File: src/rtl/vscale_dmem_bridge.sv
// vscale_dmem_bridge: turns the core's pipelined DX/WB data port into a valid/ready
// request plus response bus transaction with byte strobes and load extension.
// Ports:
//   clk, reset_n          clock and synchronous active-low reset
//   dmem_*                core side: request in DX, store data in WB, rdata/wait/badmem back
//   bus_req_*             request channel (valid/ready, word address, strobes, data)
//   bus_resp_*            response channel (valid, raw word, error)
module vscale_dmem_bridge (
    input  logic        clk,
    input  logic        reset_n,
    input  logic        dmem_en,
    input  logic        dmem_wen,
    input  logic [2:0]  dmem_size,
    input  logic [31:0] dmem_addr,
    input  logic [31:0] dmem_wdata_delayed,
    output logic [31:0] dmem_rdata,
    output logic        dmem_wait,
    output logic        dmem_badmem_e,
    output logic        bus_req_valid,
    input  logic        bus_req_ready,
    output logic        bus_req_wen,
    output logic [31:0] bus_req_addr,
    output logic [3:0]  bus_req_wstrb,
    output logic [31:0] bus_req_wdata,
    input  logic        bus_resp_valid,
    input  logic [31:0] bus_resp_rdata,
    input  logic        bus_resp_err
);

    localparam logic [1:0] S_IDLE  = 2'd0;
    localparam logic [1:0] S_REQ   = 2'd1;
    localparam logic [1:0] S_RESP  = 2'd2;
    localparam logic [1:0] S_MISAL = 2'd3;

    logic [1:0]  state_q, state_d;
    logic [31:0] addr_q, addr_d;
    logic [2:0]  size_q, size_d;
    logic        wen_q, wen_d;
    logic        first_q, first_d;
    logic [31:0] wdata_q, wdata_d;
    logic [31:0] rdata_q, rdata_d;

    logic        in_req;
    logic        resp_done;
    logic        accept;
    logic        misal_in;
    logic [31:0] wsrc;
    logic [31:0] wrep;
    logic [3:0]  strb;
    logic [31:0] shifted;
    logic [31:0] ext;

    assign in_req    = (state_q == S_REQ);
    assign resp_done = (state_q == S_RESP) && bus_resp_valid;
    assign dmem_wait = in_req || ((state_q == S_RESP) && !bus_resp_valid);
    assign accept    = dmem_en && !dmem_wait;

    // Alignment check on the incoming DX request.
    always_comb begin
        misal_in = 1'b0;
        case (dmem_size[1:0])
            2'b00:   misal_in = 1'b0;
            2'b01:   misal_in = dmem_addr[0];
            default: misal_in = (dmem_addr[1:0] != 2'b00);
        endcase
    end

    // Store data arrives in WB, i.e. on the first REQ cycle only; later
    // REQ cycles replay the captured copy so the bus sees stable data.
    assign wsrc = first_q ? dmem_wdata_delayed : wdata_q;

    always_comb begin
        wrep = wsrc;
        strb = 4'b1111;
        case (size_q[1:0])
            2'b00: begin
                wrep = {4{wsrc[7:0]}};
                strb = 4'b0001 << addr_q[1:0];
            end
            2'b01: begin
                wrep = {2{wsrc[15:0]}};
                strb = 4'b0011 << {addr_q[1], 1'b0};
            end
            default: begin
                wrep = wsrc;
                strb = 4'b1111;
            end
        endcase
    end

    assign bus_req_valid = in_req;
    assign bus_req_wen   = in_req & wen_q;
    assign bus_req_addr  = in_req ? {addr_q[31:2], 2'b00} : 32'd0;
    assign bus_req_wstrb = (in_req && wen_q) ? strb : 4'd0;
    assign bus_req_wdata = in_req ? wrep : 32'd0;

    // Load extension: bring the addressed lane down to bit 0, then
    // sign- or zero-extend depending on the unsigned bit of funct3.
    assign shifted = bus_resp_rdata >> {addr_q[1:0], 3'b000};

    always_comb begin
        ext = bus_resp_rdata;
        case (size_q[1:0])
            2'b00:   ext = {{24{~size_q[2] & shifted[7]}}, shifted[7:0]};
            2'b01:   ext = {{16{~size_q[2] & shifted[15]}}, shifted[15:0]};
            default: ext = bus_resp_rdata;
        endcase
    end

    assign dmem_rdata    = resp_done ? ext : rdata_q;
    assign dmem_badmem_e = (state_q == S_MISAL) || (resp_done && bus_resp_err);

    always_comb begin
        state_d = state_q;
        addr_d  = addr_q;
        size_d  = size_q;
        wen_d   = wen_q;
        first_d = 1'b0;
        wdata_d = (in_req && first_q) ? dmem_wdata_delayed : wdata_q;
        rdata_d = resp_done ? ext : rdata_q;
        case (state_q)
            S_REQ:   if (bus_req_ready) state_d = S_RESP;
            S_RESP:  if (bus_resp_valid) state_d = S_IDLE;
            default: state_d = S_IDLE;
        endcase
        // Accept can only fire when not stalling, which also covers the
        // back-to-back case out of a completing RESP or MISAL cycle.
        if (accept) begin
            addr_d  = dmem_addr;
            size_d  = dmem_size;
            wen_d   = dmem_wen;
            state_d = misal_in ? S_MISAL : S_REQ;
            first_d = !misal_in;
        end
    end

    always_ff @(posedge clk) begin
        if (!reset_n) begin
            state_q <= S_IDLE;
            addr_q  <= 32'd0;
            size_q  <= 3'd0;
            wen_q   <= 1'b0;
            first_q <= 1'b0;
            wdata_q <= 32'd0;
            rdata_q <= 32'd0;
        end else begin
            state_q <= state_d;
            addr_q  <= addr_d;
            size_q  <= size_d;
            wen_q   <= wen_d;
            first_q <= first_d;
            wdata_q <= wdata_d;
            rdata_q <= rdata_d;
        end
    end

endmodule

File: config.mk
export PLATFORM = sky130hd
export DESIGN_NAME = vscale_dmem_bridge
export DESIGN_NICKNAME = d
export VERILOG_FILES = /design/src/rtl/vscale_dmem_bridge.sv
export SDC_FILE = /design/constraint.sdc
export NUM_CORES = 1
export LEC_CHECK = 0
export CAP_MARGIN = 20
export CORE_MARGIN = 1.5
export CORE_UTILIZATION = 48
export CTS_CLUSTER_SIZE = 14
export DETAILED_ROUTE_END_ITERATION = 10
export GPL_ROUTABILITY_DRIVEN = 1
export PLACE_DENSITY = 0.95
export SETUP_SLACK_MARGIN = 0.2
export SYNTH_ARGS = -nofsm -noshare
export SYNTH_HDL_FRONTEND = slang
export SYNTH_SLANG_ARGS = --single-unit
export TNS_END_PERCENT = 5
File: constraint.sdc
create_clock -name clk -period 4.7 [get_ports clk]
set_input_delay 0.705 -clock clk [delete_from_list [all_inputs] [get_ports clk]]
set_output_delay 0.705 -clock clk [all_outputs]
set_load 0.05 [all_outputs]
## After elaboration in Yosys (flattened, before gate mapping)

Index checks and enable logic that the tools add are counted.

- Logic and storage cells: 51
- Register bits: 103
- Output and inout port bits: 104
- Bits of input ports: 106

- Equal/unequal tests: 7
- Reductions and logical operators: 16
- Muxes and demuxes: 14
- Shift operators: 3
- Bitwise operators: 4

Operators with widths:

| cell | count |
|---|---|
| $mux 32 | 4 |
| $pmux 32 s2 | 2 |
| $shr 32x5->16 | 1 |
| $mux 2 | 4 |
| $pmux 4 s2 | 1 |
| $eq 2x1->1 const B | 3 |
| $logic_and 1x1->1 | 6 |
| $eq 2x2->1 const B | 2 |
| $logic_not 2->1 | 2 |
| $mux 4 | 1 |
| $pmux 2 s2 | 1 |
| $reduce_and 2->1 | 2 |
| $shl 1x2->4 const A | 1 |
| $shl 2x2->4 const A | 1 |
| $and 1x1->1 | 3 |
| $logic_not 1->1 | 3 |
| $ne 3x2->1 const B | 1 |
| $ne 3x3->1 const B | 1 |
| $logic_or 1x1->1 | 2 |
| $pmux 1 s2 | 1 |
| $reduce_bool 2->1 | 1 |
| $not 1->1 | 1 |

## Logic depth before layout (Yosys ltp)

- Depth after elaboration: 7
- Gate-level depth with buffers: 7
- Depth with buffers taken out: 5

## Worst setup path before layout

Ideal clock, no wire load.

- Path type: flip-flop to output port
- From: register size_q[0]
- To: output port bus_req_wdata[14]
- Data arrival time: 2.399 ns
- Required time: 3.995 ns
- Cell stages (with the launch flop): 6
- Buffers on the path: 2
- Path slack: 1.596 ns
- Path through: dfxtp_1 > clkbuf_1 > nor2_1 > buf_2 > nor2_1 > a211oi_1

- Longest elaborated chain between the ends: 3
- Elaborated cells on any way between the ends: 4
- Classes of those cells: eq/ne: 1; mux: 2; reduce/logical: 1

Ends and longest elaborated chain:

| what | line | RTL |
|---|---|---|
| start: declaration | 37 | `logic [2:0] size_q, size_d;` |
| start signal: assignment | 149 | `size_q <= size_d;` |
| $eq 2x1->1 or $logic_not 2->1 (tied branches) | 75 | `case (size_q[1:0])` |
| $pmux 32 s2 * | 75 |  |
| $mux 32 * | 95 | `assign bus_req_wdata = in_req ? wrep : 32'd0;` |
| end: declaration | 24 | `output logic [31:0] bus_req_wdata,` |

Every way passes the cells marked *; elsewhere a longest branch is shown, timed or not.

## Final worst setup path

- From: input port bus_resp_rdata[23]
- To: output port dmem_rdata[26]

- Longest elaborated chain between the ends: 4
- Elaborated cells on any way between the ends: 5
- Classes of those cells: shift: 1; mux: 2; bitwise: 2

Ends and longest elaborated chain:

| what | line | RTL |
|---|---|---|
| start: declaration | 26 | `input logic [31:0] bus_resp_rdata,` |
| $shr 32x5->16 * | 99 | `assign shifted = bus_resp_rdata >> {addr_q[1:0], 3'b000};` |
| $and 1x1->1 (on tied branches) | 105, 104 |  |
| $pmux 32 s2 * | 103 | `case (size_q[1:0])` |
| $mux 32 * | - |  |
| end: declaration | 16 | `output logic [31:0] dmem_rdata,` |

Marked as above.

==> metrics.txt <==
# TYPE chip_impl_metric gauge
chip_impl_metric{name="synth.avg_cell_area",unit="um2"} 7.74
chip_impl_info{name="ys_dominant_reg_cell",value="sky130_fd_sc_hd__dfxtp_1"} 1
chip_impl_info{name="rr_startpoint",value="addr_q[1]$_SDFFE_PN0N_"} 1
chip_impl_info{name="reg2reg_to",value="rdata_q[31]$_SDFF_PN0_"} 1
chip_impl_metric{name="seq_area",unit="mm2"} 0.00206
chip_impl_metric{name="gp_congestion",unit=""} 0.893
chip_impl_metric{name="ys_seq_area_share",unit="%"} 36.4
chip_impl_info{name="post_synth_main_area_contributors",value="sky130_fd_sc_hd__dfxtp_1 36%, sky130_fd_sc_hd__nand2_1 11%, sky130_fd_sc_hd__a21boi_0 7.9%"} 1
chip_impl_metric{name="postSynthCellCount",unit=""} 732
chip_impl_metric{name="synth_cell_type_count",unit=""} 42
chip_impl_metric{name="ys_async_sr_fraction",unit="%"} 0
chip_impl_metric{name="synth_warnings",unit=""} 0
chip_impl_metric{name="drt.antenna.violating_nets",unit=""} 0
chip_impl_metric{name="post-layout-total-power",unit="uW"} 2340
chip_impl_info{name="whs_endpoint",value="wdata_q[13]$_SDFFE_PN0P_"} 1
chip_impl_metric{name="detailed_routing_iterations_pass_1",unit=""} 5
chip_impl_metric{name="clock-sinks",unit=""} 103
chip_impl_metric{name="post-dp-hpwl",unit="um"} 12200
chip_impl_metric{name="number_of_rows_in_the_core_area",unit=""} 39
chip_impl_metric{name="tightest_slew",unit="ns"} 1.06
chip_impl_metric{name="die_area",unit="mm2"} 0.0125
chip_impl_metric{name="timing_max_transition_violations_final",unit=""} 0
chip_impl_metric{name="internal_power",unit="uW"} 1560
chip_impl_info{name="rsz0062_at_grt",value="false"} 1
chip_impl_metric{name="reg_power_share",unit="%"} 40.7
chip_impl_metric{name="start_util",unit="%"} 49.4
chip_impl_metric{name="combinationalPowerShare",unit="%"} 28.0
chip_impl_metric{name="grt_start_max_net_pins",unit=""} 69
chip_impl_metric{name="count_of_buffers_added_by_post_cts_timing_repair_for_setup",unit=""} 0
chip_impl_metric{name="fin_util",unit="%"} 70.1
chip_impl_metric{name="max-vdd-ir-drop",unit="mV"} 0.349
chip_impl_metric{name="setup_violations",unit=""} 0
chip_impl_metric{name="multiInputGateArea",unit="mm2"} 0.00329
chip_impl_info{name="worst-setup-path-type",value="primary input to primary output"} 1
chip_impl_metric{name="maxClockFrequency",unit="MHz"} 255
chip_impl_metric{name="dieHeight",unit="um"} 112
chip_impl_metric{name="detailedRoute.firstIterationViolations",unit=""} 525
chip_impl_metric{name="num_io_pins",unit=""} 210
chip_impl_metric{name="timing.critical_path.required",unit="ns"} 3.99
chip_impl_info{name="hp-start",value="wdata_q[13]$_SDFFE_PN0P_"} 1
chip_impl_metric{name="dp_slack",unit="ns"} 0.808
chip_impl_metric{name="post-route-worst-setup-slack",unit="ns"} 0.776
chip_impl_info{name="critPathLaunch",value="bus_resp_rdata[23]"} 1
chip_impl_metric{name="post-route-period-util",unit="%"} 83.5
chip_impl_metric{name="clock_insertion_delay_at_the_later_pin_of_the_skew_report",unit="ns"} 0.35
chip_impl_metric{name="p_leak",unit="uW"} 0.00293
chip_impl_metric{name="synth.cell_area",unit="mm2"} 0.00567
chip_impl_metric{name="maximum_clock_skew_at_final_layout",unit="ns"} 0.00589
chip_impl_metric{name="n_antenna_cell",unit=""} 0
chip_impl_metric{name="cts_max_path_buffers",unit=""} 2
chip_impl_metric{name="final_cell_area",unit="mm2"} 0.00804
chip_impl_metric{name="drt_wl_cell",unit="um"} 16.6
chip_impl_metric{name="layout_cells_sized_above_1",unit="%"} 6.19
chip_impl_info{name="clock-root-buffer",value="sky130_fd_sc_hd__clkbuf_16"} 1
chip_impl_metric{name="cts_hold_fix_bufs",unit=""} 0
chip_impl_metric{name="report.final.hold_viol_count",unit=""} 0
chip_impl_metric{name="grt_use_total",unit="%"} 27.3
chip_impl_metric{name="netSwitchingPower",unit="uW"} 780
chip_impl_metric{name="grt_pass1_vias",unit=""} 5426
chip_impl_metric{name="power.density",unit="mW/mm2"} 291
chip_impl_metric{name="p_sw_share",unit="%"} 33.3
chip_impl_metric{name="critical_path_depth",unit=""} 6
chip_impl_metric{name="tritoncts.num_buffers",unit=""} 9
chip_impl_metric{name="grt-ovfl-total",unit=""} 0
chip_impl_info{name="critPathCaptureType",value="primary output"} 1
chip_impl_info{name="critical_path.slowest_cell",value="sky130_fd_sc_hd__clkdlybuf4s50_1"} 1
chip_impl_metric{name="clk_transition_reported_paths",unit="ns"} 0.07
chip_impl_metric{name="min_delay_path_depth",unit=""} 2
chip_impl_metric{name="drt-total-wl",unit="um"} 17400
chip_impl_metric{name="placement.io_buffers",unit=""} 207
chip_impl_info{name="synthDominantAreaCellType",value="sky130_fd_sc_hd__dfxtp_1"} 1
chip_impl_metric{name="cp_max_fanout",unit=""} 20
chip_impl_info{name="cp_top_family",value="buffers and inverters"} 1
chip_impl_metric{name="setup_tns",unit="ns"} 0
chip_impl_info{name="path_cells",value="clkdlybuf4s50_1, mux4_2, a2bb2oi_2, a21oi_4, a21oi_1, clkdlybuf4s50_1"} 1
chip_impl_info{name="cp_common_cell",value="sky130_fd_sc_hd__clkdlybuf4s50_1"} 1
chip_impl_info{name="status",value="finished clean"} 1
chip_impl_metric{name="post_synth_edffs",unit=""} 0
chip_impl_metric{name="timing.critical_path.arrival",unit="ns"} 3.22
chip_impl_metric{name="synth.ff_latch_count",unit=""} 103
chip_impl_metric{name="vias",unit=""} 5807
chip_impl_metric{name="layout.nets",unit=""} 1006
chip_impl_metric{name="r2r_slack",unit="ns"} 2.33
chip_impl_metric{name="core-area",unit="mm2"} 0.0115
chip_impl_metric{name="grt_pass1_wl",unit="um"} 27400
chip_impl_metric{name="area_delta_synth_final",unit="%"} 41.9
chip_impl_metric{name="layout.filler_cells",unit=""} 897
chip_impl_metric{name="critical_path.n_buffers_inverters",unit=""} 2
chip_impl_metric{name="post_drt_via_cell_ratio",unit=""} 5.54
chip_impl_metric{name="placed_area",unit="mm2"} 0.00773
chip_impl_metric{name="grt_antenna_before_repair",unit=""} 0
chip_impl_metric{name="slew_headroom",unit="%"} 29.1
chip_impl_metric{name="clockPowerShare",unit="%"} 31.3
chip_impl_metric{name="ctsResizeCount",unit=""} 0
chip_impl_metric{name="remaining_drc_errors",unit=""} 0
chip_impl_info{name="clock_tree_from_tritoncts",value="built"} 1
chip_impl_metric{name="max_stage_delay",unit="ns"} 0.73
chip_impl_info{name="start_kind",value="primary input"} 1
chip_impl_metric{name="final.min_clock_period",unit="ns"} 3.92
chip_impl_metric{name="reg2regPathDepth",unit=""} 6
chip_impl_metric{name="die_x",unit="um"} 112
chip_impl_metric{name="cts.htree.levels",unit=""} 3
chip_impl_metric{name="max_cap_viol_count",unit=""} 0
chip_impl_metric{name="yosysTopAreaCellShare",unit="%"} 36.4
chip_impl_info{name="worstHoldPathType",value="register to register"} 1
[worst register-to-register path, delay by kind of cell (launching register included)]
| family | cells | cell delay, ns |
|---|---|---|
| muxes | 1 | 0.59 |
| AOI/OAI and AO/OA | 3 | 0.68 |
| DFF | 1 | 0.46 |
| buffers and inverters | 2 | 0.53 |
[metal layers]
layer | track usage [%] | up-vias | wire, um
li1 | - | 2848 | -
met1 | 34.8 | 2664 | 7520
met2 | 43.6 | 268 | 8150
met3 | 8.00 | 27 | 1340
met4 | 10.2 | 0 | 428
met5 | 0 | - | 0
[logic make-up after synthesis]
logic type | count (synthesis) | synth area share (%)
other cells | 1 | 0.0662
compound gates | 229 | 27.7
mux | 34 | 6.58
flops | 103 | 36.4
simple gates | 295 | 23.6
buf+inv | 70 | 5.72
[placed cells by master (no fill, tap or decap), drive strengths merged, types with 10 or more instances in the layout]
cell type      netlist  final
clkdlybuf4s50        0    206
nand2              160    160
dfxtp              103    103
a21boi              68     68
nor2                57     57
a21oi               47     47
a211oi              40     40
and2                38     38
o21ai               31     31
mux2i               17     17
mux2                16     16
nor2b               16     16
buf                 27     16
a22oi               13     13
o21a                10     10
clkbuf              39     10
[power groups by stage]
stage / clock (uW) / combinational [uW] / sequential, uW
final: 733 / 656 / 952
after global routing: 783 / 696 / 957
after CTS: 750 / 652 / 951
after detailed placement: 0 / 649 / 971
after global placement: 0 / 640 / 970
after floorplan: 0 / 420 / 952
[synth_stat cells, types with 13 or more instances]
cell type                    n
sky130_fd_sc_hd__nor2_1     57
sky130_fd_sc_hd__nand2_1   160
sky130_fd_sc_hd__mux2_2     16
sky130_fd_sc_hd__and2_1     38
sky130_fd_sc_hd__buf_2      16
sky130_fd_sc_hd__nor2b_1    16
sky130_fd_sc_hd__a22oi_1    13
sky130_fd_sc_hd__clkbuf_1   39
sky130_fd_sc_hd__dfxtp_1   103
sky130_fd_sc_hd__a21oi_1    45
sky130_fd_sc_hd__a211oi_1   40
sky130_fd_sc_hd__mux2i_1    17
sky130_fd_sc_hd__o21ai_0    31
sky130_fd_sc_hd__a21boi_0   60
[worst max path at each step]
| stage | slack [ns] | to |
|---|---|---|
| after CTS | 0.80 | dmem_rdata[17] |
| after floorplan | 1.60 | bus_req_wdata[14] |
| final | 0.78 | dmem_rdata[26] |
| after global placement | 0.87 | dmem_rdata[18] |
| after detailed placement | 0.81 | dmem_rdata[17] |
| after global routing | 0.68 | dmem_rdata[26] |
[layout make-up]
| cell class | count | share of cell area (%) |
|---|---|---|
| multi-input cells | 560 | 40.9 |
| repair buffers | 222 | 27.5 |
| flip-flops and latches | 103 | 25.7 |
| clock buffers | 10 | 2.97 |
| well taps | 143 | 2.23 |
| clock inverters | 6 | 0.622 |
| inverters | 4 | 0.187 |
[through the flow]
stage	instances	hold WS [ns]
floorplan	733	0.433
global placement	1029	0.439
detailed placement	1030	0.446
CTS	1046	0.457
global route	1048	0.478
finish	1048	0.455
[flip-flops by register name (all words and copies together) (netlist names)]
name / cells
rdata_q: 32
addr_q: 32
size_q: 3
wen_q: 1
wdata_q: 32
first_q: 1
state_q: 2
Note: power is estimated with default switching activity, not from simulation.
